### src/rtl/dmi_target.sv
// Core-side DMI responder: one request at a time, fixed access latency,
// small debug register set gated by the password-unlock status.
module dmi_target #(
  parameter int unsigned AccessLatency = 1
) (
  input  logic        clk_i,
  input  logic        rst_ni,
  input  logic [40:0] dmi_req_i,        // {addr[6:0], op[1:0], data[31:0]}
  input  logic        dmi_req_valid_i,
  output logic        dmi_req_ready_o,
  output logic [33:0] dmi_resp_o,       // {data[31:0], resp[1:0]}
  output logic        dmi_resp_valid_o,
  input  logic        dmi_resp_ready_i,
  input  logic        unlock_i,
  input  logic        halted_i,
  input  logic        resumeack_i,
  output logic        dmactive_o,
  output logic        ndmreset_o,
  output logic        haltreq_o,
  output logic        resumereq_o
);

  typedef enum logic [1:0] {S_IDLE, S_BUSY, S_RESP} state_t;

  localparam logic [3:0] LAT = AccessLatency[3:0];

  state_t      r_state;
  logic [3:0]  r_cnt;
  logic [40:0] r_req;
  logic [33:0] r_resp;
  logic        r_req_ready;
  logic        r_resp_valid;
  logic [31:0] r_data0, r_data1;
  logic        r_haltreq, r_ndmreset, r_dmactive;
  logic        r_resume_pend, r_resumeack_sticky;

  logic [40:0] w_req;
  logic [6:0]  w_addr;
  logic [1:0]  w_op;
  logic [31:0] w_wdata;
  logic        w_accept, w_exec, w_protected, w_deny, w_wr, w_ack_vis;
  logic [31:0] w_rdata;
  logic [33:0] w_resp;

  assign w_accept = (r_state == S_IDLE) && r_req_ready && dmi_req_valid_i;
  // With zero latency the access executes straight from the bus in the accept cycle
  assign w_req    = (r_state == S_IDLE) ? dmi_req_i : r_req;
  assign w_addr   = w_req[40:34];
  assign w_op     = w_req[33:32];
  assign w_wdata  = w_req[31:0];
  assign w_exec   = (w_accept && (LAT == 4'd0)) || ((r_state == S_BUSY) && (r_cnt == 4'd1));

  assign w_protected = (w_addr == 7'h04) || (w_addr == 7'h05) || (w_addr == 7'h10);
  assign w_deny      = !unlock_i && ((w_op == 2'd2) || ((w_op == 2'd1) && w_protected));
  assign w_wr        = w_exec && (w_op == 2'd2) && !w_deny;
  assign w_ack_vis   = r_resume_pend ? 1'b0 : r_resumeack_sticky;

  always_comb begin
    w_rdata = 32'h0;
    case (w_addr)
      7'h04:   w_rdata = r_data0;
      7'h05:   w_rdata = r_data1;
      7'h10:   w_rdata = {r_haltreq, 1'b0, 28'h0, r_ndmreset, r_dmactive};
      7'h11:   w_rdata = {14'h0, {2{w_ack_vis}}, 6'h0, {2{halted_i}}, unlock_i, 3'h0, 4'd2};
      default: w_rdata = 32'h0;
    endcase
  end

  always_comb begin
    w_resp = 34'h0;
    case (w_op)
      2'd1:    w_resp = w_deny ? {32'h0, 2'd2} : {w_rdata, 2'd0};
      2'd2:    w_resp = w_deny ? {32'h0, 2'd2} : {w_wdata, 2'd0};
      2'd3:    w_resp = {32'h0, 2'd2};
      default: w_resp = 34'h0;
    endcase
  end

  always_ff @(posedge clk_i or negedge rst_ni) begin
    if (!rst_ni) begin
      r_state      <= S_IDLE;
      r_cnt        <= 4'd0;
      r_req        <= 41'h0;
      r_resp       <= 34'h0;
      r_req_ready  <= 1'b0;
      r_resp_valid <= 1'b0;
    end else begin
      case (r_state)
        S_IDLE: begin
          r_req_ready <= 1'b1;
          if (w_accept) begin
            r_req       <= dmi_req_i;
            r_req_ready <= 1'b0;
            if (LAT == 4'd0) begin
              r_resp       <= w_resp;
              r_resp_valid <= 1'b1;
              r_state      <= S_RESP;
            end else begin
              r_cnt   <= LAT;
              r_state <= S_BUSY;
            end
          end
        end
        S_BUSY: begin
          r_cnt <= r_cnt - 4'd1;
          if (r_cnt == 4'd1) begin
            r_resp       <= w_resp;
            r_resp_valid <= 1'b1;
            r_state      <= S_RESP;
          end
        end
        S_RESP: begin
          if (dmi_resp_ready_i) begin
            r_resp_valid <= 1'b0;
            r_req_ready  <= 1'b1;
            r_state      <= S_IDLE;
          end
        end
        default: r_state <= S_IDLE;
      endcase
    end
  end

  always_ff @(posedge clk_i or negedge rst_ni) begin
    if (!rst_ni) begin
      r_data0            <= 32'h0;
      r_data1            <= 32'h0;
      r_haltreq          <= 1'b0;
      r_ndmreset         <= 1'b0;
      r_dmactive         <= 1'b0;
      r_resume_pend      <= 1'b0;
      r_resumeack_sticky <= 1'b0;
    end else begin
      if (r_resume_pend && resumeack_i) begin
        r_resume_pend      <= 1'b0;
        r_resumeack_sticky <= 1'b1;
      end
      // Writes come last so a resume set beats a same-cycle ack
      if (w_wr) begin
        case (w_addr)
          7'h04: r_data0 <= w_wdata;
          7'h05: r_data1 <= w_wdata;
          7'h10: begin
            r_dmactive <= w_wdata[0];
            if (!w_wdata[0]) begin
              r_haltreq          <= 1'b0;
              r_ndmreset         <= 1'b0;
              r_resume_pend      <= 1'b0;
              r_resumeack_sticky <= 1'b0;
              r_data0            <= 32'h0;
              r_data1            <= 32'h0;
            end else begin
              r_haltreq  <= w_wdata[31];
              r_ndmreset <= w_wdata[1];
              if (w_wdata[30]) begin
                r_resume_pend      <= 1'b1;
                r_resumeack_sticky <= 1'b0;
              end
            end
          end
          default: ;
        endcase
      end
    end
  end

  assign dmi_req_ready_o  = r_req_ready;
  assign dmi_resp_o       = r_resp;
  assign dmi_resp_valid_o = r_resp_valid;
  assign dmactive_o       = r_dmactive;
  assign ndmreset_o       = r_ndmreset;
  assign haltreq_o        = r_haltreq;
  assign resumereq_o      = r_resume_pend;

endmodule

### config.mk
export PLATFORM = sky130hd
export DESIGN_NAME = dmi_target
export DESIGN_NICKNAME = d
export VERILOG_FILES = /design/src/rtl/dmi_target.sv
export SDC_FILE = /design/constraint.sdc
export NUM_CORES = 1
export LEC_CHECK = 0
export BUFFER_PORTS_ARGS = -buffer_cell sky130_fd_sc_hd__buf_2
export CAP_MARGIN = 20
export CORE_UTILIZATION = 48
export DETAILED_ROUTE_END_ITERATION = 10
export PLACE_DENSITY = 0.65
export SYNTH_ARGS = -nofsm -noshare
export SYNTH_HDL_FRONTEND = slang
export SYNTH_SLANG_ARGS = --single-unit
### constraint.sdc
create_clock -name clk_i -period 6.15 [get_ports clk_i]
set_input_delay 1.845 -clock clk_i [delete_from_list [all_inputs] [get_ports clk_i]]
set_output_delay 1.845 -clock clk_i [all_outputs]
set_load 0.01 [all_outputs]
==> results by group <==
Run status
  • Status: finished, final reports clean

Global routing
  • Vias in the first global route: ~5.7k
  • Overall routing resource usage: 0.2487
  • Total grt overflow: 0
  • Pin count of the biggest net entering global routing: between 100 and 150
  • First-pass GRT wire length: roughly 28000 µm
  • Initial antenna violation count: 0

Detailed routing
  • Post-DRT Antenna Nets: 0
  • DRC errors left: 0
  • Length of routed met3 wiring: about 850 µm
  • Wire length per cell: roughly 17 µm
  • Final wirelength: 17250 µm
  • Pre-antenna DRT Iters: 5
  • Drt via density: 5.577
  • Met1 wire length: about 7500 µm
  • DR iter-0 viols: between 400 and 500
  • Met2 WL: approximately 8600 µm
  • Max layer used: met4
  • Via count: roughly 5.6k

Die
  • Die Y: between 100 and 150 µm
  • Initial core utilization: 0.4969
  • IO Count: 88
  • Row Count: 43
  • Core Region: between 10000 and 15000 µm²
  • Die width: ~120 µm
  • Die footprint: 14970 µm²

Cells and area
  • Ant diodes: 0
  • Layout Nets: about 850
  • Share of layout cells above drive strength 1: 0.2093
  • Synth-to-layout area growth: 16.17%
  • Area of the multi-input gates: a little under 3000 µm²
  • FILL cells: about 1.2k
  • Finished Cell Area: between 8000 and 9000 µm²
  • Flip-flop and latch area: 3779 µm²

Worst setup path
  • Worst Path Max Fanout: 32
  • Largest stage delay, worst path: 740 ps
  • Crit path arrival time: approximately 4500 ps
  • RR Startpoint: r_state[0]
  • Reg-to-reg endpoint: dmi_resp_o[7]
  • Register-to-Register Path Depth: 6
  • CP required: ~6400 ps
  • Crit-path cells: buf_2 > or4_4 > a21boi_1 > nor3_4 > o21ai_0 > o211ai_4 > o211ai_1
  • WS Path Type: input pin to flip-flop
  • R2R setup slack: around 2400 ps
  • CP max-delay cell: nor3_4
  • Startpoint Class: input pin
  • Critical Path Start: dmi_req_i[39]
  • CP endpoint: dmi_resp_o[7]
  • Worst setup EP type: flip-flop

STA
  • Fin crit period: ~4200 ps
  • Final worst path period share: 0.6866
  • Skew final: ~5.5 ps
  • Setup-failing EPs final: 0
  • RSZ-0062 raised after global routing: no
  • Endpoints failing hold: 0
  • Slew @ Worst Pin: roughly 1100 ps
  • Fmax: around 0.24 GHz
  • Slew HR: 0.2913
  • Final hold slack: approximately 470 ps
  • Slew Limit Fails: 0
  • Final setup TNS: 0 ps

Clock network
  • Worst-skew pair later-pin latency: between 400 and 500 ps
  • Post-CTS Setup Bufs: 0
  • TritonCTS buffer count: 17
  • Post-cts resize count: 0
  • Clk pin slew, worst setup/hold paths: around 60 ps
  • # hold bufs at CTS: 0
  • H-tree depth: 4
  • CTS root buffer: clkbuf_16
  • Clk sinks: roughly 150
  • Deepest clock path buffer count: 2
  • CTS tree: done

Synthesis
  • Synth Area in XOR/XNOR: 0.003780
  • Avg Inst Size Synth: between 9 and 10 µm²
  • Adder-cell area share of the yosys netlist: 0.003600
  • Top-area cell type share of the netlist area: 0.5437
  • Post-Synthesis Cells: 738
  • Post-synth ARST share: 1.000
  • Compound-cell area share of the yosys netlist: 0.1582
  • Combinational family with the most area after synthesis: simple AND/OR/NAND/NOR gates
  • Syn Std Cell Area: around 7000 µm²
  • Sequential fraction of the synthesis area: 0.5437
  • Syn nets: approximately 790
  • FF+latch count, synth: approximately 150
  • Yosys top cell by area: dfrtp_1
  • Count leader, synth: nand2_1
  • Post-synth top flop: dfrtp_1
  • Commonest cells in the netlist: nand2_1 (263), dfrtp_1 (151), o21ai_1 (77)
  • Simple-gate share of the synthesized area: 0.1908
  • Yosys cell types: 49
  • Mux contribution to synthesized area: 0.05437
  • YS warnings: 0
  • Top post-synthesis cells by area: dfrtp_1 (54%), nand2_1 (14%), o21ai_1 (5.5%)
  • EDFF count, synth: 0

Power
  • PwrDens: roughly 460 nW/µm²
  • Design Power: around 3.7 mW
  • Maximum vdd drop: 0.2046 mV
  • Leak: between 3 and 4 nW

Placement
  • Area post-placement: around 7400 µm²
  • Final HPWL DP: approximately 11000 µm
  • PortBufs: between 80 and 90
  • Routability cong.: 0.7691

Run
  • Max-cap violations: 0

Worst hold path
  • Hold Path Depth: 2
  • Hold crit path type: flip-flop to flip-flop
final cells by class:
| cell class | count | share of cell area |
|---|---|---|
| Inverter | 7 | 0.003254 |
| Timing Repair Buffer | 95 | 0.06741 |
| Clock buffer | 19 | 0.05362 |
| Clock inverter | 13 | 0.02232 |
| Sequential cell | 151 | 0.4680 |
| Multi-Input combinational cell | 532 | 0.3575 |
| Tap cell | 180 | 0.02789 |
routing by layer:
metal / vias up / global-route usage
met5: - / 0
met2: 156 / 0.4136
met3: 24 / 0.05344
met1: 2725 / 0.3217
met4: 0 / 0.08460
li1: 2655 / -
worst min path at each step:
stage,startpoint,end
finish,r_req[27],r_req[27]
global route,r_req[5],r_req[5]
CTS,r_req[17],r_req[17]
detailed placement,r_req[17],r_req[17]
global placement,r_req[26],r_req[26]
floorplan,r_req[10],r_req[10]
report_power, final:
group | total (mW) | internal (mW) | leakage (nW) | switching [mW]
registers | 1.44 | 1.27 | 2.03 | 0.179
clock network | 1.08 | 0.676 | 0.293 | 0.404
logic | 1.16 | 0.453 | 1.51 | 0.705
total | 3.68 | 2.39 | 3.83 | 1.29
worst max-delay path: cells and delay by family:
kind | cells | cell delay (ps)
compound gates | 4 | 1240
buf+inv | 1 | 100
simple gates | 2 | 1270
registers in the layout, summed over array words and instances, names as in the netlist:
register / cells
r_data0: 32
dmi_resp_o: 33
dmactive_o: 1
r_cnt: 4
dmi_req_ready_o: 1
r_state: 2
r_req: 41
ndmreset_o: 1
r_data1: 32
haltreq_o: 1
resumereq_o: 1
dmi_resp_valid_o: 1
r_resumeack_sticky: 1
cells in the final DEF, fill, tap and decap left out, drive strengths merged:
cell	count
nand2	263
dfrtp	151
buf	95
o21ai	88
a22oi	34
mux2	30
o211ai	21
nor2	20
clkbuf	19
a21oi	12
nand2b	7
inv	7
nand3	7
clkinv	6
a222oi	5
nor3	5
mux2i	4
bufinv	4
or2	4
nor3b	3
nor2b	3
xnor2	3
a221oi	3
clkinvlp	3
o32a	2
ha	2
or4b	2
and3	2
or4	1
nor4	1
a21o	1
or3b	1
or3	1
nor4b	1
a31oi	1
a21boi	1
a211oi	1
and2	1
o22ai	1
conb	1
through the flow:
stage                     instances  worst slack (ps)  utilization
after floorplan                 738              2318            -
after global placement          963              1513       0.5294
after detailed placement        964              1453       0.5314
after CTS                       996              1898       0.5752
after global routing            997              1655       0.5772
final                           997              1927       0.5772
cells by family (layout without fill, tap and decap cells):
logic type | Yosys count | after routing
other | 1 | 1
and+or+nand+nor | 322 | 322
xor gates and xnor gates | 3 | 3
muxes | 34 | 34
adders and majority gates | 2 | 2
AOI/OAI and AO/OA | 170 | 170
buffers and inverters | 55 | 134
DFF | 151 | 151
Power figures use the tool's default switching activity.
